===== src/rtl/sqrt_arbiter.sv =====
// Shared iterative restoring square-root engine, arbitrated among NREQ requesters.
// Define SQRT_ARB_ROUND_ROBIN_EN for round-robin arbitration; otherwise the lowest request index wins.
module sqrt_arbiter #(
  parameter int unsigned NREQ = 4,
  parameter int unsigned W    = 8
) (
  input  logic                    clk,
  input  logic                    reset,
  input  logic [NREQ-1:0]         req,
  input  logic [NREQ*W-1:0]       radicand,
  output logic [NREQ-1:0]         grant,
  output logic                    busy,
  output logic                    done,
  output logic [$clog2(NREQ)-1:0] done_id,
  output logic [W/2-1:0]          root,
  output logic [W/2:0]            rem
);

  localparam int unsigned IW = $clog2(NREQ);
  localparam int unsigned HW = W / 2;
  localparam int unsigned RW = HW + 1;
  localparam int unsigned TW = HW + 3;
  localparam int unsigned CW = $clog2(HW) + 1;

  typedef enum logic [1:0] {IDLE, ITER, DONE} state_t;

  state_t          state, state_n;
  logic [NREQ-1:0] grant_n;
  logic            busy_n, done_n;
  logic [IW-1:0]   done_id_n;
  logic [HW-1:0]   root_n, q, q_n;
  logic [RW-1:0]   rem_n, r, r_n;
  logic [W-1:0]    d, d_n;
  logic [CW-1:0]   cnt, cnt_n;
  logic [TW-1:0]   rd, t;
  logic [IW-1:0]   win;
  logic            found;

`ifdef SQRT_ARB_ROUND_ROBIN_EN
  logic [IW-1:0]   ptr, ptr_n;
  int unsigned     idx;

  // First pending request at or above the pointer, wrapping around.
  always_comb begin
    win   = '0;
    found = 1'b0;
    idx   = 0;
    for (int unsigned k = 0; k < NREQ; k++) begin
      idx = (32'(ptr) + k) % NREQ;
      if (!found && req[IW'(idx)]) begin
        win   = IW'(idx);
        found = 1'b1;
      end
    end
  end

  always_ff @(posedge clk or posedge reset) begin
    if (reset) ptr <= '0;
    else       ptr <= ptr_n;
  end
`else
  // Lowest pending request index wins.
  always_comb begin
    win   = '0;
    found = 1'b0;
    for (int unsigned k = 0; k < NREQ; k++) begin
      if (!found && req[IW'(k)]) begin
        win   = IW'(k);
        found = 1'b1;
      end
    end
  end
`endif

  // Restoring trial subtraction: bring down two radicand bits, try subtracting 4q+1.
  always_comb begin
    rd = {r, d[W-1:W-2]};
    t  = rd - TW'({q, 2'b01});
  end

  always_comb begin
    state_n   = state;
    grant_n   = grant;
    busy_n    = busy;
    done_n    = 1'b0;
    done_id_n = done_id;
    root_n    = root;
    rem_n     = rem;
    d_n       = d;
    q_n       = q;
    r_n       = r;
    cnt_n     = cnt;
`ifdef SQRT_ARB_ROUND_ROBIN_EN
    ptr_n     = ptr;
`endif
    case (state)
      IDLE: begin
        if (found) begin
          state_n   = ITER;
          grant_n   = NREQ'(1) << win;
          busy_n    = 1'b1;
          done_id_n = win;
          d_n       = radicand[win*W +: W];
          q_n       = '0;
          r_n       = '0;
          cnt_n     = '0;
        end
      end
      ITER: begin
        if (!t[TW-1]) begin
          r_n = RW'(t);
          q_n = HW'({q, 1'b1});
        end else begin
          r_n = RW'(rd);
          q_n = HW'({q, 1'b0});
        end
        d_n   = d << 2;
        cnt_n = cnt + CW'(1);
        if (cnt == CW'(HW - 1)) begin
          state_n = DONE;
          done_n  = 1'b1;
          root_n  = q_n;
          rem_n   = r_n;
        end
      end
      DONE: begin
        state_n = IDLE;
        grant_n = '0;
        busy_n  = 1'b0;
`ifdef SQRT_ARB_ROUND_ROBIN_EN
        ptr_n   = (done_id == IW'(NREQ - 1)) ? '0 : done_id + IW'(1);
`endif
      end
      default: state_n = IDLE;
    endcase
  end

  always_ff @(posedge clk or posedge reset) begin
    if (reset) begin
      state   <= IDLE;
      grant   <= '0;
      busy    <= 1'b0;
      done    <= 1'b0;
      done_id <= '0;
      root    <= '0;
      rem     <= '0;
      d       <= '0;
      q       <= '0;
      r       <= '0;
      cnt     <= '0;
    end else begin
      state   <= state_n;
      grant   <= grant_n;
      busy    <= busy_n;
      done    <= done_n;
      done_id <= done_id_n;
      root    <= root_n;
      rem     <= rem_n;
      d       <= d_n;
      q       <= q_n;
      r       <= r_n;
      cnt     <= cnt_n;
    end
  end

endmodule


===== config.mk =====
export PLATFORM = sky130hd
export DESIGN_NAME = sqrt_arbiter
export DESIGN_NICKNAME = d
export VERILOG_FILES = /design/src/rtl/sqrt_arbiter.sv
export SDC_FILE = /design/constraint.sdc
export NUM_CORES = 1
export LEC_CHECK = 0
export CAP_MARGIN = 40
export CELL_PAD_IN_SITES_DETAIL_PLACEMENT = 0
export CELL_PAD_IN_SITES_GLOBAL_PLACEMENT = 2
export CORE_AREA = 5 5 84 106
export DETAILED_ROUTE_END_ITERATION = 8
export DIE_AREA = 0 0 89 111
export PLACE_DENSITY_LB_ADDON = 0.1
export SKIP_LAST_GASP = 1
export SLEW_MARGIN = 40
export SYNTH_ARGS = -nofsm -noshare
export SYNTH_HDL_FRONTEND = slang
export SYNTH_SLANG_ARGS = --single-unit

===== constraint.sdc =====
create_clock -name clk -period 2.05 [get_ports clk]
set_input_delay 0.615 -clock clk [delete_from_list [all_inputs] [get_ports clk]]
set_output_delay 0.615 -clock clk [all_outputs]
set_load 0.03 [all_outputs]

==> results of run 1 <==
[metrics by stage]
step	utilization [%]	hold slack (ns)	power, uW
floorplan	-	0.450	3480
global placement	38.8	0.462	4560
detailed placement	38.8	0.479	4550
CTS	39.9	0.497	5090
global route	40.2	0.514	5520
finish	40.2	0.490	5060
[sequential cells by signal, indices dropped and copies added (netlist names)]
| signal | count |
|---|---|
| busy | 1 |
| rem | 5 |
| cnt | 3 |
| done_id | 2 |
| q | 4 |
| d | 8 |
| done | 1 |
| r | 5 |
| root | 4 |
| grant | 4 |
| state | 2 |
[final timing paths]
check	from	to	slack, ns	cells past startpoint
setup / recovery	grant[1]	grant[1]	0.08	1
hold / removal	root[1]	root[1]	0.49	2
setup reg to reg	q[0]	q[0]	0.09	7
hold reg to reg	root[1]	root[1]	0.49	2
max in group asynchronous	reset	cnt[2]	1.17	3
min in group asynchronous	reset	busy	0.66	3
[cell families after synthesis]
family                     Yosys count  synth area share (%)
AOI/OAI and AO/OA                   81                  26.7
xor gates and xnor gates             4                  2.23
adders and majority gates            7                  4.00
buffers and inverters               28                  5.88
DFF                                 39                  44.5
and+or+nand+nor                     74                  16.7
[layout make-up]
type                    instances  area, sq um  area share (%)
clock buffers                   5         68.8            2.22
clock inverters                 3         15.0           0.484
inverters                      13         48.8            1.57
multi-input cells             166         1100            35.4
flip-flops and latches         39          976            31.5
well taps                      95          119            3.84
repair buffers                 82          776            25.0
[per-layer routing]
metal	global-route usage (%)	vias to the layer above	share of wire, %
li1	-	974	-
met1	15.5	893	44
met2	22.3	44	49
met3	2.60	5	6.5
met4	3.57	0	0.96
met5	0	-	0
[power by group through the flow]
stage	clock [uW]	combinational [uW]	sequential, uW
2_1_floorplan	0	1850	1630
3_3_place_gp	0	3160	1400
3_5_place_dp	0	3150	1390
4_1_cts	541	3170	1380
5_1_grt	568	3510	1430
6_report	514	3170	1380
[synthesized netlist by cell type (all sizes together) (2+ instances only)]
| master | number | share of area (%) |
|---|---|---|
| a22oi | 6 | 2.1 |
| o22a | 2 | 0.80 |
| dfrtp | 39 | 45 |
| a221oi | 6 | 4.1 |
| nor3 | 3 | 0.68 |
| clkbuf | 5 | 0.97 |
| o21a | 2 | 0.74 |
| nand2 | 36 | 6.2 |
| nor2 | 12 | 2.1 |
| a31o | 2 | 0.80 |
| buf | 10 | 2.7 |
| xnor2 | 2 | 0.80 |
| o21ai | 35 | 8.0 |
| a22o | 2 | 0.80 |
| a32o | 2 | 0.91 |
| nand3 | 10 | 2.3 |
| o31ai | 2 | 1.3 |
| and2 | 2 | 0.57 |
| ha | 7 | 4.0 |
| nor2b | 3 | 1.2 |
| a21oi | 10 | 2.5 |
| a21o | 4 | 1.4 |
| inv | 13 | 2.2 |
| o221ai | 2 | 0.80 |
[what timing repair did]
action,CTS,global route
buffers inserted,0,2
endpoints found under the setup margin,0,6
resized for setup,0,2
==> flow_metrics.env, run 1 <==
export IMPL_status="finished, final reports clean"
export IMPL_routedWlPerCell_microns=15.3
export IMPL_async_flop_share_pct=100
export IMPL_fin_ws_ns=0.0840
export IMPL_design_area_sq_um=3100
export IMPL_min_period_over_period_pct=95.9
export IMPL_die_h_microns=111
export IMPL_internal_power_uw=2870
export IMPL_layout_common_cells="clkdlybuf4s50_1 (54), dfrtp_1 (39), nand2_1 (36)"
export IMPL_peakVddDrop_mv=0.700
export IMPL_timing_slew_headroom_pct=62.8
export IMPL_antenna_found_initial=0
export IMPL_switching_share_pct=43.4
export IMPL_htreeDepth=2
export IMPL_slew_violations=0
export IMPL_drive_gt1_share_pct=17.2
export IMPL_place_gp_congestion=0.762
export IMPL_fin_setup_tns_ns=0
export IMPL_syn_instance_count=233
export IMPL_clkSinkCount=39
export IMPL_period_needed_ns=1.97
export IMPL_end_kind="output pin"
export IMPL_drt_pass1_iterations=4
export IMPL_antenna_left=0
export IMPL_cts_buffers=5
export IMPL_final_common_cell="clkdlybuf4s50_1"
export IMPL_grt_overflow=0
export IMPL_synth_edf_count=0
export IMPL_cp_start_kind="flop"
export IMPL_route_detailed_drc=0
export IMPL_rsz0062_at_grt="true"
export IMPL_cts_hold_buf=0
export IMPL_num_antenna_cells=0
export IMPL_post_drt_via_cell_ratio=4.75
export IMPL_grt_util_all_layers_pct=12.8
export IMPL_switchingPower_uw=2200
export IMPL_fmax_mhz=509
export IMPL_dp_cells=393
export IMPL_pre_cts_ws_ns=-0.230
export IMPL_cp_slowest_cell="clkdlybuf4s50_1"
export IMPL_clock_skew_ns=0.00447
export IMPL_start_util_pct=28.5
export IMPL_num_vias=1916
export IMPL_arrival_ns=1.35
export IMPL_port_buffers=54
export IMPL_setup_violations=0
export IMPL_rows=36
export IMPL_cts_tree="done"
export IMPL_p_seq_share_pct=27.2
export IMPL_p_clk_share_pct=10.1
export IMPL_grt_max_degree=40
export IMPL_grt_pass1_vias=2010
export IMPL_ys_seq_elements=39
export IMPL_tightest_slew_ns=0.558
export IMPL_hold_class="reg2reg"
export IMPL_die_area_sq_um=9880
export IMPL_path_max_fanout=3
export IMPL_placed_cell_area_sq_um=2990
export IMPL_leakage_uw=0.00135
export IMPL_die_w_microns=89
export IMPL_slowest_delay_ns=0.68
export IMPL_syn_area_sq_um=2190
export IMPL_cp_top_family="buffers and inverters"
export IMPL_crit_required_ns=1.43
export IMPL_yosysWarnings=0
export IMPL_p_comb_share_pct=62.7
export IMPL_clockBufferDepth=2
export IMPL_dp_final_hpwl_microns=4750
export IMPL_syn_nets=278
export IMPL_clock_latency_ns=0.29
export IMPL_cts_root_buf="clkbuf_8"
export IMPL_crit_chain="clkdlybuf4s50_1"
export IMPL_grt_pass1_wl_microns=9920
export IMPL_area_delta_synth_final_pct=41.4
export IMPL_syn_avg_cell_area_sq_um=9.41
export IMPL_power_density_nw_per_um2=1630
export IMPL_wl_microns=6150
export IMPL_worstSetupPathType="reg2out"
export IMPL_ys_seq_area_share_pct=44.5
export IMPL_synth_cell_types=48
export IMPL_ios=55
export IMPL_nets=352
export IMPL_crit_buf_inv=1
export IMPL_finalNonFillerCells=403
export IMPL_hold_viol=0
export IMPL_maxCapViolCount=0
export IMPL_first_iter_violations=45
export IMPL_core_sq_um=7700
export IMPL_fill_cells=780
export IMPL_synth_flop_cell="dfrtp_1"
export IMPL_clk_pin_slew_worst_paths_ns=0.08
No activity file was read; power rests on OpenSTA's default activity.
==> run 2: changes to the inputs <==
- ABC_AREA: unset -> 0
- GPL_TIMING_DRIVEN: unset -> 0
- SLEW_MARGIN: 40 -> 15
==> run 2 against run 1 <==
- sequential share of layout area increased by 0.68 points
- critical path depth unchanged
- register-to-register slack about the same
- count of clock-buffer cells in the layout increased by 1
- final area decreased by 2.1%
- global-route usage increased by 0.82 points
- clock power increased by 32%
- non-clock buffer count decreased by 11
- total power increased by 2.5%
- worst setup slack got worse by 0.0081 ns
- critical path type unchanged
- critical endpoint is now grant[2]
- largest cell class unchanged
- highest routed layer unchanged
==> flow_metrics.env, run 2 (same netlist as run 1, synthesis figures left out) <==
export IMPL_grt_use_met2_pct=22.8
export IMPL_switching_share_pct=43.3
export IMPL_cts_hold_buf=0
export IMPL_rows=36
export IMPL_clkSinkCount=39
export IMPL_dp_final_hpwl_microns=4900
export IMPL_die_h_microns=111
export IMPL_antenna_left=0
export IMPL_grt_max_degree=28
export IMPL_status="finished, final reports clean"
export IMPL_post_route_util_pct=39.4
export IMPL_grt_busiest_layer="met2"
export IMPL_worstSetupPathType="reg2out"
export IMPL_wl_microns=6530
export IMPL_cp_start_kind="flop"
export IMPL_internal_power_uw=2940
export IMPL_maxCapViolCount=0
export IMPL_p_total_uw=5190
export IMPL_grt_pass1_vias=2000
export IMPL_clk_pin_slew_worst_paths_ns=0.08
export IMPL_path_max_fanout=3
export IMPL_peakVddDrop_mv=0.701
export IMPL_power_density_nw_per_um2=1710
export IMPL_layout_common_cells="clkdlybuf4s50_1 (52), dfrtp_1 (39), nand2_1 (36)"
export IMPL_top_regs="d x8, r x5, rem x5"
export IMPL_tightest_slew_ns=0.595
export IMPL_grt_util_all_layers_pct=13.6
export IMPL_antenna_found_initial=0
export IMPL_cp_slowest_cell="clkdlybuf4s50_1"
export IMPL_start_util_pct=28.5
export IMPL_fmax_mhz=507
export IMPL_ios=55
export IMPL_clock_skew_ns=0.00543
export IMPL_die_area_sq_um=9880
export IMPL_cp_startpoint="grant[2]"
export IMPL_leakage_uw=0.00129
export IMPL_largest_reg_flops=8
export IMPL_slew_violations=0
export IMPL_timing_slew_headroom_pct=60.0
export IMPL_crit_required_ns=1.43
export IMPL_first_iter_violations=49
export IMPL_post_drt_via_cell_ratio=4.93
export IMPL_htreeDepth=2
export IMPL_route_detailed_drc=0
export IMPL_cts_root_buf="clkbuf_8"
export IMPL_cts_buffers=5
export IMPL_fill_cells=828
export IMPL_crit_end="grant[2]"
export IMPL_hold_class="reg2reg"
export IMPL_regMostFlops="d"
export IMPL_drive_gt1_share_pct=14.8
export IMPL_nets=341
export IMPL_min_period_over_period_pct=96.3
export IMPL_multi_input_area_sq_um=1130
export IMPL_arrival_ns=1.36
export IMPL_register_area_sq_um=976
export IMPL_met3_usage_pct=2.83
export IMPL_crit_buf_inv=1
export IMPL_place_gp_congestion=0.766
export IMPL_num_antenna_cells=0
export IMPL_drt_pass1_iterations=4
export IMPL_p_clk_share_pct=13.1
export IMPL_p_comb_share_pct=60.8
export IMPL_slowest_delay_ns=0.68
export IMPL_hold_viol=0
export IMPL_routedWlPerCell_microns=16.7
export IMPL_setup_violations=0
export IMPL_grt_pass1_wl_microns=10500
export IMPL_r2r_start="q[0]"
export IMPL_num_vias=1932
export IMPL_clockBufferDepth=2
export IMPL_hold_start="q[1]"
export IMPL_grt_use_met1_pct=17.5
export IMPL_grt_overflow=0
export IMPL_p_seq_share_pct=26.1
export IMPL_fin_setup_tns_ns=0
export IMPL_crit_chain="clkdlybuf4s50_1"
export IMPL_switchingPower_uw=2240
export IMPL_rr_worst_depth=8
export IMPL_die_w_microns=89
export IMPL_cp_top_family="buffers and inverters"
export IMPL_r2r_slack_ns=0.10
export IMPL_port_buffers=52
export IMPL_period_needed_ns=1.97
export IMPL_core_sq_um=7700
export IMPL_worst_path_stages=1
export IMPL_r2r_end="r[1]"
export IMPL_final_common_cell="clkdlybuf4s50_1"
export IMPL_area_delta_synth_final_pct=38.4
export IMPL_end_kind="output pin"
export IMPL_cts_tree="done"
export IMPL_rsz0062_at_grt="true"
export IMPL_clock_latency_ns=0.29
-- run 2: changes by cell type in the layout (fill, tap and decap cells not counted), sizes merged --
cell,delta
buf,-14
bufinv,+1
clkbuf,+6
clkdlybuf4s50,-2
clkinv,-2
-- run 2: worst min path at each step --
stage	slack, ns	cells past startpoint	to
2_1_floorplan	0.45	2	q[1]
3_3_place_gp	0.46	2	q[2]
3_5_place_dp	0.47	2	q[1]
4_1_cts	0.49	2	q[1]
5_1_grt	0.53	2	d[2]
6_report	0.48	2	q[1]
-- run 2: routing by layer --
metal  share of wire, %  vias up  wire length, microns
met3                7.0        7                   460
met2                 49       56                  3190
met1                 43      911                  2790
met5                  0        -                     0
li1                   -      958                     -
met4                1.3        0                    85
-- run 2: what timing repair did --
action                                  4_1_cts  5_1_grt
endpoints found under the setup margin       12        9
hold endpoints to repair                      0        0
pin swaps                                     3        0
resized for setup                             2        6
buffers inserted                              2        1
-- run 2: stage by stage --
| stage | hold slack, ns | setup slack, ns | cells | cell area (sq um) |
|---|---|---|---|---|
| after floorplan | 0.450 | 0.267 | 233 | 2190 |
| after global placement | 0.461 | -0.432 | 380 | 2830 |
| after detailed placement | 0.470 | -0.343 | 381 | 2850 |
| after CTS | 0.488 | 0.0116 | 391 | 2990 |
| after global routing | 0.528 | -0.0112 | 392 | 3030 |
| final | 0.484 | 0.0759 | 392 | 3030 |
-- run 2: power by group through the flow --
stage / clock network (uW) / registers [uW] / logic [uW]
2_1_floorplan: 0 / 1630 / 1850
3_3_place_gp: 0 / 1370 / 3050
3_5_place_dp: 0 / 1370 / 3060
4_1_cts: 702 / 1360 / 3120
5_1_grt: 736 / 1410 / 3500
6_report: 679 / 1350 / 3160
-- run 2: final cells by class --
type	count	area share, %
multi-input combinational	166	37.1
sequential	39	32.2
timing repair buffer	56	18.7
tap	95	3.92
clock buffer	6	2.72
buffer	15	2.64
inverter	13	1.61
clock inverter	2	1.15
-- run 2: worst min-delay path, delay by kind of cell, from the launching register on --
family | cells | cell delay, ns
flops | 1 | 0.35
compound gates | 1 | 0.06
simple gates | 1 | 0.05
==> run 3: changes to the inputs <==
- TNS_END_PERCENT: unset -> 5
==> run 3 against run 2 <==
- fmax is 0.37% higher
- sequential cell count stayed put
- hold slack hardly changed
- sequential power hardly changed
- critical path type unchanged
- highest routed layer unchanged
==> flow_metrics.env, run 3 (same netlist as run 1, synthesis figures left out) <==
export IMPL_top_regs="d x8, r x5, rem x5"
export IMPL_switching_share_pct=43.3
export IMPL_timing_slew_headroom_pct=60.0
export IMPL_route_detailed_drc=0
export IMPL_rr_worst_depth=8
export IMPL_r2r_slack_ns=0.09
export IMPL_start_util_pct=28.5
export IMPL_min_period_over_period_pct=95.9
export IMPL_num_antenna_cells=0
export IMPL_drt_pass1_iterations=4
export IMPL_dp_final_hpwl_microns=4900
export IMPL_slowest_delay_ns=0.68
export IMPL_hold_start="q[1]"
export IMPL_fill_cells=825
export IMPL_grt_max_degree=28
export IMPL_antenna_found_initial=0
export IMPL_p_total_uw=5170
export IMPL_wl_microns=6500
export IMPL_path_max_fanout=3
export IMPL_p_seq_share_pct=26.2
export IMPL_r2r_start="q[0]"
export IMPL_r2r_end="r[1]"
export IMPL_rsz0062_at_grt="true"
export IMPL_crit_chain="clkdlybuf4s50_1"
export IMPL_final_common_cell="clkdlybuf4s50_1"
export IMPL_drive_gt1_share_pct=14.5
export IMPL_grt_util_all_layers_pct=13.6
export IMPL_cts_root_buf="clkbuf_8"
export IMPL_peakVddDrop_mv=0.703
export IMPL_ios=55
export IMPL_register_area_sq_um=976
export IMPL_slew_violations=0
export IMPL_worstSetupPathType="reg2out"
export IMPL_grt_overflow=0
export IMPL_clockBufferDepth=2
export IMPL_cp_slowest_cell="clkdlybuf4s50_1"
export IMPL_port_buffers=52
export IMPL_grt_pass1_wl_microns=10500
export IMPL_pre_cts_ws_ns=-0.343
export IMPL_fmax_mhz=508
export IMPL_regMostFlops="d"
export IMPL_worst_path_stages=1
export IMPL_period_needed_ns=1.97
export IMPL_finalNonFillerCells=391
export IMPL_hold_path_depth=2
export IMPL_status="finished, final reports clean"
export IMPL_place_gp_congestion=0.766
export IMPL_switchingPower_uw=2240
export IMPL_maxCapViolCount=0
export IMPL_p_comb_share_pct=60.7
export IMPL_num_vias=1910
export IMPL_hold_viol=0
export IMPL_clock_skew_ns=0.00462
export IMPL_p_clk_share_pct=13.1
export IMPL_grt_pass1_vias=2000
export IMPL_fin_ws_ns=0.0832
export IMPL_antenna_left=0
export IMPL_die_h_microns=111
export IMPL_rows=36
export IMPL_tightest_slew_ns=0.595
export IMPL_largest_reg_flops=8
export IMPL_hold_end="q[1]"
export IMPL_cts_buffers=5
export IMPL_area_delta_synth_final_pct=37.7
export IMPL_power_density_nw_per_um2=1710
export IMPL_hold_class="reg2reg"
export IMPL_multi_input_area_sq_um=1120
export IMPL_clk_pin_slew_worst_paths_ns=0.08
export IMPL_clkSinkCount=39
export IMPL_end_kind="output pin"
export IMPL_routedWlPerCell_microns=16.6
export IMPL_htreeDepth=2
export IMPL_crit_required_ns=1.43
export IMPL_dp_cells=381
export IMPL_cp_start_kind="flop"
export IMPL_clock_latency_ns=0.29
export IMPL_post_drt_via_cell_ratio=4.88
export IMPL_leakage_uw=0.00129
export IMPL_nets=340
export IMPL_core_sq_um=7700
export IMPL_crit_buf_inv=1
export IMPL_cp_top_family="buffers and inverters"
export IMPL_first_iter_violations=45
export IMPL_setup_violations=0
export IMPL_cts_tree="done"
export IMPL_die_area_sq_um=9880
export IMPL_die_w_microns=89
export IMPL_fin_setup_tns_ns=0
export IMPL_internal_power_uw=2930
export IMPL_arrival_ns=1.35
export IMPL_layout_common_cells="clkdlybuf4s50_1 (52), dfrtp_1 (39), nand2_1 (36)"
-- run 3: cell types whose count changed in the layout (fill, tap and decap cells not counted), sizes merged --
cell	before	now
buf	14	13
-- run 3: through the flow --
step / utilization, % / hold slack, ns / cell area, sq um
final: 39.2 / 0.484 / 3020
after global routing: 39.2 / 0.528 / 3020
after CTS: 38.7 / 0.488 / 2980
after detailed placement: 37.0 / 0.470 / 2850
after global placement: 36.8 / 0.461 / 2830
after floorplan: - / 0.450 / 2190
-- run 3: power groups by stage --
| stage | logic, uW | registers [uW] | clock network, uW |
|---|---|---|---|
| 6_report | 3140 | 1350 | 678 |
| 5_1_grt | 3480 | 1420 | 736 |
| 4_1_cts | 3080 | 1360 | 702 |
| 3_5_place_dp | 3060 | 1370 | 0 |
| 3_3_place_gp | 3050 | 1370 | 0 |
| 2_1_floorplan | 1850 | 1630 | 0 |
-- run 3: cell type report --
cell class	count	area share, %
well taps	95	3.94
inverters	13	1.62
repair buffers	55	18.5
clock buffers	6	2.74
flip-flops and latches	39	32.3
clock inverters	2	1.16
plain buffers	15	2.65
multi-input cells	166	37.0
-- run 3: timing repair --
action,4_1_cts,5_1_grt
endpoints found under the setup margin,12,13
gates resized for setup,1,6
hold endpoints to repair,0,0
pin swaps,2,1
buffers inserted,1,1
hold buffers,0,0
-- run 3: how the worst max path moves through the flow --
stage | endpoint | from | slack, ns
after floorplan | r[2] | q[0] | 0.27
after global placement | d[4] | reset | -0.43
after detailed placement | d[2] | req[2] | -0.34
after CTS | r[1] | q[0] | -0.002
after global routing | d[6] | req[3] | -0.03
final | grant[2] | grant[2] | 0.08
-- run 3: layer usage --
| metal | vias up | track usage (%) | share of wire (%) |
|---|---|---|---|
| met5 | - | 0 | 0 |
| met4 | 0 | 3.57 | 1.1 |
| met1 | 899 | 17.5 | 42 |
| met3 | 5 | 2.83 | 7.4 |
| met2 | 52 | 22.8 | 49 |
| li1 | 954 | - | - |
